[src/rtl/store_pkg.sv]
// store_pkg: shared store-buffer funct3 codes, drain FSM states and lane payload type.
package store_pkg;
  localparam logic [2:0] F3_SB = 3'b000;
  localparam logic [2:0] F3_SH = 3'b001;
  localparam logic [2:0] F3_SW = 3'b010;
  typedef enum logic {IDLE, BUSY} drain_state_t;
  typedef struct packed {
    logic [31:0] wdata;
    logic [3:0]  wstrb;
  } lanes_t;
endpackage

[src/rtl/store_align.sv]
// store_align: steers rs2 data into byte lanes, builds strobes and flags misaligned/illegal stores.
module store_align
  import store_pkg::*;
(
  input  logic [2:0]  funct3,
  input  logic [1:0]  off,
  input  logic [31:0] data,
  output logic [31:0] wdata,
  output logic [3:0]  wstrb,
  output logic        illegal
);
  always_comb begin
    wdata   = funct3 == F3_SB ? {4{data[7:0]}} : funct3 == F3_SH ? {2{data[15:0]}} : data;
    wstrb   = funct3 == F3_SB ? 4'b0001 << off : funct3 == F3_SH ? (off[1] ? 4'b1100 : 4'b0011) : 4'b1111;
    illegal = funct3 == F3_SB ? 1'b0 : funct3 == F3_SH ? off[0] : funct3 == F3_SW ? off != 2'b00 : 1'b1;
  end
endmodule

[src/rtl/store_buffer.sv]
// store_buffer: queues aligned stores in a FIFO and drains them to memory over req/ack, flagging load hazards.
module store_buffer
  import store_pkg::*;
#(
  parameter int DEPTH = 4,
  parameter int AW    = 32
) (
  input  logic          clk,
  input  logic          rst_n,
  input  logic          s_valid,
  output logic          s_ready,
  input  logic [2:0]    s_funct3,
  input  logic [AW-1:0] s_addr,
  input  logic [31:0]   s_data,
  output logic          m_req,
  input  logic          m_ack,
  output logic [AW-1:0] m_addr,
  output logic [31:0]   m_wdata,
  output logic [3:0]    m_wstrb,
  input  logic          ld_valid,
  input  logic [AW-1:0] ld_addr,
  output logic          ld_hazard,
  output logic          misalign_err,
  output logic          empty
);
  localparam int PW = $clog2(DEPTH);
  typedef struct packed {
    logic [AW-3:0] word;
    lanes_t        lanes;
  } entry_t;
  entry_t       fifo [DEPTH];
  logic [31:0]  al_wdata;
  logic [3:0]   al_wstrb;
  logic         illegal, accept, push, pop, load;
  logic [PW-1:0] wr_ptr, rd_ptr, ld_ptr;
  logic [PW:0]  count;
  drain_state_t state, state_nx;
  store_align u_align (
    .funct3  (s_funct3),
    .off     (s_addr[1:0]),
    .data    (s_data),
    .wdata   (al_wdata),
    .wstrb   (al_wstrb),
    .illegal (illegal)
  );
  assign s_ready = count != (PW+1)'(DEPTH);
  assign m_req   = state == BUSY;
  assign empty   = count == '0 && !m_req;
  // The in-flight head stays in the FIFO until its ack, so the next head sits at rd_ptr+1.
  always_comb begin
    accept   = s_valid && s_ready;
    push     = accept && !illegal;
    pop      = state == BUSY && m_ack;
    load     = state == IDLE ? count != '0 : pop && count > (PW+1)'(1);
    ld_ptr   = state == IDLE ? rd_ptr : rd_ptr + PW'(1);
    state_nx = load ? BUSY : pop ? IDLE : state;
  end
  always_comb begin
    ld_hazard = 1'b0;
    for (int i = 0; i < DEPTH; i++)
      ld_hazard |= ld_valid && ({1'b0, PW'(i) - rd_ptr} < count) && fifo[i].word == ld_addr[AW-1:2];
  end
  always_ff @(posedge clk or negedge rst_n)
    if (!rst_n) state <= IDLE;
    else state <= state_nx;
  always_ff @(posedge clk)
    if (push) fifo[wr_ptr] <= '{word: s_addr[AW-1:2], lanes: '{wdata: al_wdata, wstrb: al_wstrb}};
  always_ff @(posedge clk or negedge rst_n)
    if (!rst_n) begin
      wr_ptr       <= '0;
      rd_ptr       <= '0;
      count        <= '0;
      misalign_err <= 1'b0;
      m_addr       <= '0;
      m_wdata      <= '0;
      m_wstrb      <= '0;
    end else begin
      wr_ptr       <= wr_ptr + PW'(push);
      rd_ptr       <= rd_ptr + PW'(pop);
      count        <= count + (PW+1)'(push) - (PW+1)'(pop);
      misalign_err <= accept && illegal;
      if (load) begin
        m_addr  <= {fifo[ld_ptr].word, 2'b00};
        m_wdata <= fifo[ld_ptr].lanes.wdata;
        m_wstrb <= fifo[ld_ptr].lanes.wstrb;
      end
    end
endmodule
[config.mk]
export PLATFORM = sky130hd
export DESIGN_NAME = store_buffer
export DESIGN_NICKNAME = d
export VERILOG_FILES = /design/src/rtl/store_pkg.sv /design/src/rtl/store_align.sv /design/src/rtl/store_buffer.sv
export SDC_FILE = /design/constraint.sdc
export NUM_CORES = 1
export LEC_CHECK = 0
export CORE_ASPECT_RATIO = 1.5
export CORE_MARGIN = 1
export CORE_UTILIZATION = 26
export CTS_CLUSTER_SIZE = 24
export DETAILED_ROUTE_END_ITERATION = 8
export DONT_BUFFER_PORTS = 1
export GPL_TIMING_DRIVEN = 0
export PLACE_DENSITY = 0.49
export SETUP_SLACK_MARGIN = 0.1
export SLEW_MARGIN = 20
export SYNTH_ARGS = -nofsm -noshare
export SYNTH_HDL_FRONTEND = slang
export SYNTH_SLANG_ARGS = --single-unit
[constraint.sdc]
create_clock -name clk -period 12.3 [get_ports clk]
set_clock_uncertainty 0.05 [all_clocks]
set_input_delay 2.46 -clock clk [delete_from_list [all_inputs] [get_ports clk]]
set_output_delay 2.46 -clock clk [all_outputs]
set_load 0.005 [all_outputs]
Word level (Yosys, flattened, before mapping)
Memory sizes are Yosys's and may differ from the RTL's. A register that Yosys moved wholly into a read port is not among the register bits. Index checks and enable logic that the tools add are counted.

Add/subtract/negate cells: 9. Multiply operators: 0. Div/mod/pow operators: 0. Order comparisons: 5. Equal/unequal tests: 7. Shifts and indexed selects: 1. Muxes and demuxes: 14. Bitwise logic cells: 3. Reductions and logical operators: 22.

Operators by type and width (number): == test 30 bit (4); 2-to-1 mux 32 bit (2); logical AND 1 bit (14); < comparator 2 x 3 -> 1 bit (4); 2-to-1 mux 4 bit (3); 2-to-1 mux 1 bit (8); logical NOT 3 bit (2); adder 2 x 1 -> 2 bit (2); nonzero test 2 bit (2); left shift 1 x 2 -> 4 bit, first input constant (1); subtractor 1 x 2 -> 2 bit, first input constant (2); subtractor 2 bit, first input constant (2); adder 3 x 1 -> 3 bit (1); == test 3 x 1 -> 1 bit, second input constant (1); == test 3 x 2 -> 1 bit, second input constant (1); greater-than comparator 3 x 1 -> 1 bit, second input constant (1); logical NOT 1 bit (3); inequality test 3 bit, second input constant (1); OR 1 bit (3); nonzero test 3 bit (1); subtractor 3 x 1 -> 3 bit (1); adder 2 x 1 -> 2 bit, second input constant (1); 2-to-1 mux 2 bit (1).

Register bits: 9. Latch bits: 0. Bits in writable memories: 264. Memory bits (read-only): 0. Output and inout port bits: 73. Memories kept: 1.

Memory list: fifo (depth 4, width 66, rd ports 5, clocked after memory_dff 1, wr ports 1, line store_buffer.sv:31) `entry_t fifo [DEPTH];`.

Longest topological paths before layout
Gate-level depths: netlist of run 1.

Depth in word-level cells: 8. Mapped depth: 9. Mapped depth without buffers: 7.

Cells and area by module
A second synthesis of run 1 with hierarchy kept.

Cells, all modules: 803. Area total of the unflattened synthesis: 14505.2 um^2.

By module, submodules not included: store_buffer (times used 1, cells each 737, area an instance 13982.2 um^2, sequential area each 9804.4 um^2); store_align (times used 1, cells each 66, area an instance 523.0 um^2, sequential area each 0.0 um^2).

Worst setup path before layout of run 1
No wires, ideal clock.

Path kind: input to register. From: input port s_funct3[0]. To: memory fifo[1][0] (netlist bit), enable pin. Arrival time: 7.969 ns. Required time: 11.665 ns. Slack: 3.697 ns. Cell stages on the path: 4. Cells stage by stage: or3_1 a21oi_1 nand3_1 nor3b_1.

Cells in the longest elaborated chain, start to end: 8. Elaborated cells on any way between the ends: 10. Those cells by class: eq/ne: 2; mux: 5; reduce/logical: 3.

RTL lines: start, declared (line store_buffer.sv:12) `input logic [2:0] s_funct3,`; == test 3 x 2 -> 1 bit (line store_align.sv:15) `illegal = funct3 == F3_SB ? 1'b0 : funct3 == F3_SH ? off[0] : funct3 == F3_SW ? off != 2'b00 : 1'b1;`; 2-to-1 mux 1 bit (2 in a row) (line store_align.sv:15); 2-to-1 mux 1 bit (*) (line store_align.sv:15); logical NOT 1 bit (*) (line store_buffer.sv:52) `push = accept && !illegal;`; logical AND 1 bit (*) (line store_buffer.sv:52); 2-to-1 mux 1 bit (*) (line store_buffer.sv:67) `if (push) fifo[wr_ptr] <= '{word: s_addr[AW-1:2], lanes: '{wdata: al_wdata, wstrb: al_wstrb}};`; 2-to-1 mux 1 bit (not written as such) (*) (line store_buffer.sv:67); end, declared (line store_buffer.sv:31).

Mark *: on every way between the ends. The rest lies on a longest branch, timed or not.

Worst setup path after layout of run 1
From: input port ld_addr[3]. To: output port ld_hazard.

Cells in the longest elaborated chain, start to end: 5. Elaborated cells on any way between the ends: 11. Those cells by class: eq/ne: 4; bitwise: 3; reduce/logical: 4.

RTL lines: start, declared (line store_buffer.sv:21) `input logic [AW-1:0] ld_addr,`; == test 30 bit (line store_buffer.sv:61) `ld_hazard |= ld_valid && ({1'b0, PW'(i) - rd_ptr} < count) && fifo[i].word == ld_addr[AW-1:2];`; logical AND 1 bit (line store_buffer.sv:61); OR 1 bit (2 in a row) (line store_buffer.sv:61); OR 1 bit (*) (line store_buffer.sv:61); end, declared (line store_buffer.sv:22) `output logic ld_hazard,`.

Marks and branches as above.

==> impl_metrics.json, run 1 <==
{
  "met2_length_um": 22550,
  "grtUsageTotal": 0.1472,
  "core_area_um2": 54650,
  "synthCells": 794,
  "yosysWarnings": 0,
  "fin_util": 0.3073,
  "insertion_delay_ns": 0.55,
  "firstDrtPassIters": 4,
  "port_buffers": 0,
  "antenna_left": 0,
  "tns_ns": 0,
  "grt_max_degree": 76,
  "start_kind": "input port",
  "totalWireLength_um": 41030,
  "die_w_um": 194.1,
  "drive_above_1_share": 0.2878,
  "post_cts_buffers": 0,
  "ys_seq_area_frac": 0.6816,
  "layout_commonest_cell": "edfxtp_1",
  "cp_data_arrival_time_ns": 4.22,
  "synth_edf_count": 264,
  "cts_buffer_depth": 3,
  "synth.avg_cell_area_um2": 18.12,
  "worst_slew_pin_slew_ns": 0.9009,
  "outcome": "completed",
  "path_class": "in -> out",
  "overflow": 0,
  "cts_num_sinks": 339,
  "syn-cell-area_um2": 14390,
  "ys_types": 33,
  "ys.flop_type": "edfxtp_1",
  "start_util": 0.2632,
  "rsz0062_at_grt": "no",
  "fin_cells": 1591,
  "antenna_found_initial": 2,
  "cp_cell_sequence": "clkbuf_1, xnor2_1, nand4_1, nor4_1, o2111ai_1, nand4_1",
  "syn2layout_area_growth_pct": 16.74,
  "cts_hold_buffers": 0,
  "finalHoldViolCount": 0,
  "slew_violations": 0,
  "drt-vias-per-instance": 4.490,
  "routabilityCongestion": 0.8056,
  "grt_pass1_vias": 7913,
  "grt_pass1_wl_um": 57920,
  "worst_path_largest_cell_delay_ns": 0.58,
  "synth_seq_cells": 339,
  "dp_hpwl_um": 30470,
  "placedCellCount": 1518,
  "dieArea_um2": 56290,
  "cts_tree": "built",
  "max-vdd-ir-drop_uv": 121.5,
  "numCtsBuffers": 39,
  "die_height_um": 290.1,
  "wl_met1_um": 14740,
  "cts_root_buf": "clkbuf_16",
  "period_needed_ns": 6.734,
  "htreeDepth": 2,
  "ys_async_sr_fraction": 0.2212,
  "vias": 7144,
  "fmax_ghz": 0.1485,
  "row_count": 105,
  "final_cell_mix": "edfxtp_1 (264), xnor2_1 (111), mux2_2 (82)",
  "min_path_type": "reg -> reg",
  "cp_max_fo": 4,
  "crit_path_end_kind": "output port",
  "wire_per_inst_um": 25.79,
  "cap_violations": 0,
  "cts-resized-gates": 0,
  "required_ns": 9.79,
  "finalSetupViolCount": 0,
  "maxSlewHeadroom": 0.3939,
  "clk_pin_slew_worst_paths_ns": 0.05,
  "dr_wl_met3_um": 2477,
  "first_iter_violations": 373,
  "drcViolationCount": 0,
  "finalNetCount": 979,
  "highest_layer": "met4",
  "cpMaxStageDelayCell": "nor4_1",
  "p_leak_uw": 0.005494,
  "pwr_density_cell_nw_per_um2": 245.2,
  "crit_top_cell": "nand4_1",
  "ios": 177,
  "final.period_utilization": 0.5475
}
flip-flops by register name, indices dropped and copies added (netlist names):
| register | count |
|---|---|
| count | 3 |
| rd_ptr | 2 |
| m_wstrb | 4 |
| fifo | 264 |
| wr_ptr | 2 |
| m_addr | 30 |
| misalign_err | 1 |
| m_req | 1 |
| m_wdata | 32 |
through the flow:
stage	hold slack [ns]	power [uW]	instance area, um^2	setup slack, ns
final	0.4791	4117	16790	5.566
after global routing	0.4951	4344	16790	5.489
after CTS	0.4845	4229	16780	5.450
after detailed placement	0.4719	3111	15600	5.461
after global placement	0.4615	3097	15260	-2.434
after floorplan	0.4439	2651	14390	3.697
cells in the mapped netlist, types with 10 or more instances:
| master | instances | area, um^2 |
|---|---|---|
| nor2_1 | 17 | 63.81 |
| xor2_1 | 15 | 131.4 |
| ha_1 | 10 | 125.1 |
| nand4_1 | 30 | 187.7 |
| mux4_2 | 66 | 1486 |
| buf_2 | 14 | 70.07 |
| clkbuf_1 | 31 | 116.4 |
| edfxtp_1 | 264 | 7928 |
| mux2_2 | 82 | 923.4 |
| xnor2_1 | 111 | 972.2 |
| dfrtp_1 | 75 | 1877 |
| a21oi_1 | 13 | 65.06 |
cell families after synthesis:
kind of cell / after synthesis / synth area share
AOI/OAI and AO/OA: 24 / 0.009741
muxes: 156 / 0.1731
adders and majority gates: 11 / 0.01009
DFF: 339 / 0.6816
and+or+nand+nor: 73 / 0.02749
buffers and inverters: 64 / 0.02105
other: 1 / 0.0002607
xor gates and xnor gates: 126 / 0.07672
where the power goes:
group | total, uW | internal, uW | switching, uW | leakage, uW
Clock | 1100 | 638 | 460 | 0.000577
Sequential | 1590 | 1430 | 159 | 0.00325
Combinational | 1430 | 759 | 670 | 0.00167
Total | 4120 | 2830 | 1290 | 0.00549
worst max-delay path, delay by kind of cell:
family	cells	cell delay, ns
AND/OR/NAND/NOR	3	0.99
XOR/XNOR	1	0.37
AO/OA/AOI/OAI	1	0.24
buffers and inverters	1	0.15
path summary, 6_finish.rpt:
kind | startpoint | slack (ns) | to | cells past startpoint
max | ld_addr[3] | 5.57 | ld_hazard | 6
max reg2reg | m_req | 9.41 | m_addr[25] | 5
min in group asynchronous | rst_n | 1.55 | m_addr[20] | 0
max in group asynchronous | rst_n | 10.48 | m_wdata[30] | 0
min | m_addr[10] | 0.48 | m_addr[10] | 1
min reg2reg | m_addr[10] | 0.48 | m_addr[10] | 1
area by class of cell:
class | count | area, um^2
fillers | 5373 | 37860
multi-input cells | 392 | 4312
well taps | 695 | 869.6
repair buffers | 28 | 306.5
inverters | 9 | 33.78
plain buffers | 55 | 269.0
flip-flops and latches | 339 | 9804
clock inverters | 20 | 152.6
diodes | 3 | 7.507
clock buffers | 50 | 1037
layer usage:
| metal | vias to the layer above | track usage |
|---|---|---|
| met5 | - | 0 |
| met1 | 3674 | 0.1523 |
| li1 | 3192 | - |
| met2 | 221 | 0.2772 |
| met4 | 0 | 0.05962 |
| met3 | 57 | 0.03952 |
No activity file was read; power rests on OpenSTA's default activity.
==> run 2, diff against run 1 <==
==> constraint.sdc (replaced) <==
create_clock -name clk -period 7.1 [get_ports clk]
set_clock_uncertainty 0.05 [all_clocks]
set_input_delay 1.42 -clock clk [delete_from_list [all_inputs] [get_ports clk]]
set_output_delay 1.42 -clock clk [all_outputs]
set_load 0.005 [all_outputs]
==> run 2 against run 1 <==
Compared with the run above: non-clock buffer count down 9; utilization about the same; register-to-register slack worse by 5.2 ns; flip-flop and latch count unchanged; power up 73%; clock power up 69%; final cell count down 0.69%; largest cell class unchanged; cell area about the same; combinational power up 73%; wire length down 0.41%; critical path depth unchanged; die area unchanged.
==> impl_metrics.json, run 2 (synthesized netlist as in run 1, its figures left out) <==
{
  "outcome": "completed",
  "r2r_start": "m_req",
  "htreeDepth": 2,
  "cts_buffer_depth": 3,
  "final_area_um2": 16800,
  "dp_hpwl_um": 30460,
  "maxSlewHeadroom": 0.3807,
  "min_to": "m_addr[17]",
  "reg2regPathDepth": 5,
  "r2r_slack_ns": 4.21,
  "wire_per_inst_um": 25.86,
  "finalNetCount": 970,
  "finalHoldViolCount": 0,
  "dpl_cell_area_um2": 15630,
  "top_regs": "fifo: 264 flops, m_wdata: 32 flops, m_addr: 30 flops",
  "worst_r2r_endpoint": "m_wdata[13]",
  "grt_pass1_vias": 7814,
  "switchingPower_uw": 2237,
  "row_count": 105,
  "core_area_um2": 54650,
  "fin_util": 0.3075,
  "numCtsBuffers": 39,
  "rsz0062_at_grt": "no",
  "clk_pin_slew_worst_paths_ns": 0.05,
  "required_ns": 5.63,
  "grtUsageTotal": 0.1467,
  "first_iter_violations": 265,
  "vias": 7167,
  "final_cell_mix": "edfxtp_1 (264), xnor2_1 (111), mux2_2 (82)",
  "cts_tree": "built",
  "switching_share": 0.3146,
  "pwr_density_cell_nw_per_um2": 423.0,
  "drive_above_1_share": 0.2817,
  "fmax_ghz": 0.2112,
  "worstHoldStart": "m_addr[17]",
  "period_needed_ns": 4.735,
  "grt_max_degree": 76,
  "pwr-share-seq": 0.388,
  "worst_slew_pin_slew_ns": 0.9205,
  "antenna_left": 0,
  "p_clk_frac": 0.262,
  "hold_depth": 1,
  "cts_root_buf": "clkbuf_16",
  "p_comb_frac": 0.349,
  "drcViolationCount": 0,
  "start_kind": "input port",
  "fin_ws_ns": 2.365,
  "start_util": 0.2632,
  "port_buffers": 0,
  "die_w_um": 194.1,
  "cts-resized-gates": 0,
  "die_height_um": 290.1,
  "path_class": "in -> out",
  "min_path_type": "reg -> reg",
  "final.period_utilization": 0.6670,
  "antenna_found_initial": 1,
  "layout_commonest_cell": "edfxtp_1",
  "totalWireLength_um": 40860,
  "grt_pass1_wl_um": 58200,
  "regMostFlops": "fifo",
  "routabilityCongestion": 0.8400,
  "crit_path_end_kind": "output port",
  "cap_violations": 0,
  "fin_cells": 1580,
  "placedCellCount": 1509,
  "firstDrtPassIters": 4,
  "syn2layout_area_growth_pct": 16.82,
  "drt-vias-per-instance": 4.536,
  "insertion_delay_ns": 0.54,
  "cts_num_sinks": 339,
  "cts_hold_buffers": 0,
  "max-vdd-ir-drop_uv": 241.4,
  "cp_data_arrival_time_ns": 3.27,
  "dieArea_um2": 56290,
  "overflow": 0,
  "place_ws_ns": 2.281,
  "ios": 177,
  "p_leak_uw": 0.005476,
  "slew_violations": 0,
  "post_cts_buffers": 0,
  "finalSetupViolCount": 0,
  "largest_reg_flops": 264,
  "intPower_uw": 4872,
  "cp_max_fo": 4
}
==> run 2: worst max-delay path by stage <==
stage | startpoint | slack [ns] | depth (start not counted) | end
2_1_floorplan | s_funct3[0] | 1.52 | 6 | fifo[2][0]
3_3_place_gp | s_funct3[0] | -2.29 | 6 | fifo[2][22]
3_5_place_dp | ld_addr[3] | 2.28 | 6 | ld_hazard
4_1_cts | ld_addr[3] | 2.28 | 6 | ld_hazard
5_1_grt | ld_addr[3] | 2.28 | 6 | ld_hazard
6_report | ld_addr[3] | 2.36 | 6 | ld_hazard
==> run 2: power by group through the flow <==
| stage | combinational [uW] | clock [uW] | sequential (uW) |
|---|---|---|---|
| after detailed placement | 2560 | 0 | 2820 |
| after global routing | 2710 | 1980 | 2800 |
| final | 2480 | 1860 | 2760 |
| after global placement | 2520 | 0 | 2830 |
| after floorplan | 1920 | 0 | 2670 |
| after CTS | 2570 | 1920 | 2790 |
==> run 2: metal layers <==
| metal | global-route usage | vias to the layer above | share of wire |
|---|---|---|---|
| li1 | - | 3180 | - |
| met1 | 0.1596 | 3716 | 0.37 |
| met2 | 0.2758 | 220 | 0.55 |
| met3 | 0.03742 | 51 | 0.066 |
| met4 | 0.04413 | 0 | 0.021 |
| met5 | 0 | - | 0 |
==> run 2: cell type report <==
class,count,area [um^2]
Fill cell,5398,37850
Sequential cell,339,9804
Multi-Input combinational cell,392,4324
Clock buffer,52,1045
Tap cell,695,869.6
Timing Repair Buffer,19,332.8
Buffer,55,269.0
Clock inverter,18,123.9
Inverter,9,33.78
Antenna cell,1,2.502
==> run 2: worst max-delay path, cell delays in order <==
cell       delay [ns]
clkbuf_1         0.15
xnor2_1          0.32
nand4_1          0.19
nor4_1           0.69
o2111ai_1        0.24
nand4_1          0.25
==> run 2: stage by stage <==
stage                     hold slack (ns)  power [uW]  TNS (ns)
after CTS                          0.4833        7282         0
after global placement             0.4662        5345   -365.50
after detailed placement           0.4707        5389         0
after global routing               0.4951        7494         0
after floorplan                    0.4539        4590         0
final                              0.4778        7109         0
==> run 3, diff against run 2 <==
--- a/config.mk
+++ b/config.mk
@@ -12,7 +12,7 @@
 export DETAILED_ROUTE_END_ITERATION = 8
 export DONT_BUFFER_PORTS = 1
 export GPL_TIMING_DRIVEN = 0
-export PLACE_DENSITY = 0.49
+export PLACE_DENSITY = 0.51
 export SETUP_SLACK_MARGIN = 0.1
 export SLEW_MARGIN = 20
 export SYNTH_ARGS = -nofsm -noshare
==> constraint.sdc (replaced) <==
create_clock -name clk -period 4.25 [get_ports clk]
set_clock_uncertainty 0.05 [all_clocks]
set_input_delay 0.85 -clock clk [delete_from_list [all_inputs] [get_ports clk]]
set_output_delay 0.85 -clock clk [all_outputs]
set_load 0.005 [all_outputs]
==> run 3 against run 2 <==
Compared with the run above: wire length down 0.77%; clock power increased by 72%; count of clock-buffer cells in the layout rose by 6; power increased by 68%; register-to-register slack worse by 3.0 ns; die area stayed put; critical path depth rose by 2; critical path type is now in -> reg.
==> impl_metrics.json, run 3 (synthesized netlist as in run 1, its figures left out) <==
{
  "top_regs": "fifo: 264 flops, m_wdata: 32 flops, m_addr: 30 flops",
  "first_iter_violations": 356,
  "dpl_cell_area_um2": 15570,
  "dp_hpwl_um": 29810,
  "start_util": 0.2632,
  "antenna_found_initial": 2,
  "cap_violations": 0,
  "pwr_density_cell_nw_per_um2": 711.3,
  "grt_max_degree": 76,
  "fin_util": 0.3075,
  "row_count": 105,
  "hold_slack_ns": 0.1689,
  "cts_num_sinks": 339,
  "grt_pass1_wl_um": 57920,
  "placedCellCount": 1507,
  "cts_hold_buffers": 1,
  "max-vdd-ir-drop_uv": 300.0,
  "wire_per_inst_um": 25.65,
  "drive_above_1_share": 0.2783,
  "drt-vias-per-instance": 4.557,
  "tns_ns": 0,
  "grt_pass1_vias": 8000,
  "routabilityCongestion": 0.8179,
  "cp_num_buf_inv": 4,
  "antenna_left": 0,
  "htreeDepth": 2,
  "outcome": "completed",
  "cts_buffer_depth": 3,
  "finalNetCount": 969,
  "ios": 177,
  "cts-resized-gates": 0,
  "rsz0062_at_grt": "no",
  "worst_slew_pin_slew_ns": 0.9576,
  "layout_commonest_cell": "edfxtp_1",
  "fmax_ghz": 0.2867,
  "final_area_um2": 16800,
  "firstDrtPassIters": 4,
  "clk_pin_slew_worst_paths_ns": 0.05,
  "overflow": 0,
  "largest_reg_flops": 264,
  "totalWireLength_um": 40550,
  "maxSlewHeadroom": 0.3557,
  "drcViolationCount": 0,
  "min_path_type": "in -> async",
  "die_height_um": 290.1,
  "numCtsBuffers": 39,
  "vias": 7204,
  "insertion_delay_ns": 0.53,
  "cp_cell_sequence": "or3_1, a21oi_1, nand3_1, nor3b_4, buf_6, buf_6, buf_6, buf_6",
  "port_buffers": 0,
  "start_kind": "input port",
  "cts_tree": "built",
  "p_leak_uw": 0.005479,
  "cts_root_buf": "clkbuf_16",
  "finalHoldViolCount": 0,
  "fin_cells": 1581,
  "grtUsageTotal": 0.1455,
  "crit_top_cell": "buf_6",
  "cpMaxStageDelayCell": "nor3b_4",
  "post_cts_buffers": 0,
  "final.period_utilization": 0.8208,
  "syn2layout_area_growth_pct": 16.81,
  "final_cell_mix": "edfxtp_1 (264), xnor2_1 (111), mux2_2 (82)",
  "path_class": "in -> reg",
  "crit_path_end_kind": "register",
  "slew_violations": 0,
  "cp_data_arrival_time_ns": 3.67,
  "finalSetupViolCount": 0,
  "worst_path_largest_cell_delay_ns": 0.74,
  "period_needed_ns": 3.488,
  "cpLargestDelayFamily": "simple AND/OR/NAND/NOR gates",
  "cp_max_fo": 12,
  "die_w_um": 194.1,
  "core_area_um2": 54650,
  "required_ns": 4.43,
  "dieArea_um2": 56290,
  "regMostFlops": "fifo"
}
==> run 3: cell count changes in the layout (fill, tap and decap cells not counted), sizes merged <==
cell      delta
buf          -1
diode        +1
clkbuf       +6
clkinvlp     -1
inv          -2
clkinv       -2
==> run 3: per-stage QoR <==
step | power, uW | setup WS, ns
2_1_floorplan | 7674 | 0.2569
3_3_place_gp | 8920 | -2.367
3_5_place_dp | 8994 | -0.04141
4_1_cts | 12260 | 0.5268
5_1_grt | 12620 | 0.4958
6_report | 11950 | 0.7617
==> run 3: layout make-up <==
cell class	instances	area (um^2)
Timing Repair Buffer	18	292.8
Inverter	9	33.78
Tap cell	695	869.6
Antenna cell	2	5.005
Sequential cell	339	9804
Buffer	55	269.0
Multi-Input combinational cell	392	4324
Clock inverter	13	85.08
Fill cell	5408	37850
Clock buffer	58	1120
==> run 3: metal layers <==
| layer | global-route usage | wire [um] | share of wire | up-vias |
|---|---|---|---|---|
| li1 | - | - | - | 3172 |
| met5 | 0 | 0 | 0 | - |
| met1 | 0.1516 | 14410 | 0.36 | 3751 |
| met2 | 0.2720 | 21980 | 0.54 | 215 |
| met3 | 0.04207 | 2776 | 0.068 | 66 |
| met4 | 0.05575 | 1375 | 0.034 | 0 |
==> run 3: worst register-to-register path, cell delays in order (launching register included) <==
cell and delay (ns):
dfrtp_1 0.49, inv_1 0.10, nand3_1 0.24, nand3_1 0.27, nor3b_4 0.74, buf_6 0.28
buf_6 0.18, buf_6 0.20, buf_6 0.17
==> run 3: final timing paths <==
kind	from	to	slack (ns)	cells past startpoint
max	s_funct3[0]	fifo[1][0]	0.76	8
min	rst_n	m_addr[19]	0.17	1
max reg2reg	count[0]	fifo[1][0]	1.24	8
min reg2reg	m_addr[17]	m_addr[17]	0.48	1
max in group asynchronous	rst_n	m_addr[5]	3.53	1
min in group clk	s_addr[31]	fifo[1][65]	0.36	0
==> run 3: power by group <==
group	internal [uW]	leakage, uW	total [uW]	switching, uW
Clock	1880	0.000595	3190	1300
Sequential	4140	0.00325	4600	458
Combinational	2200	0.00163	4170	1970
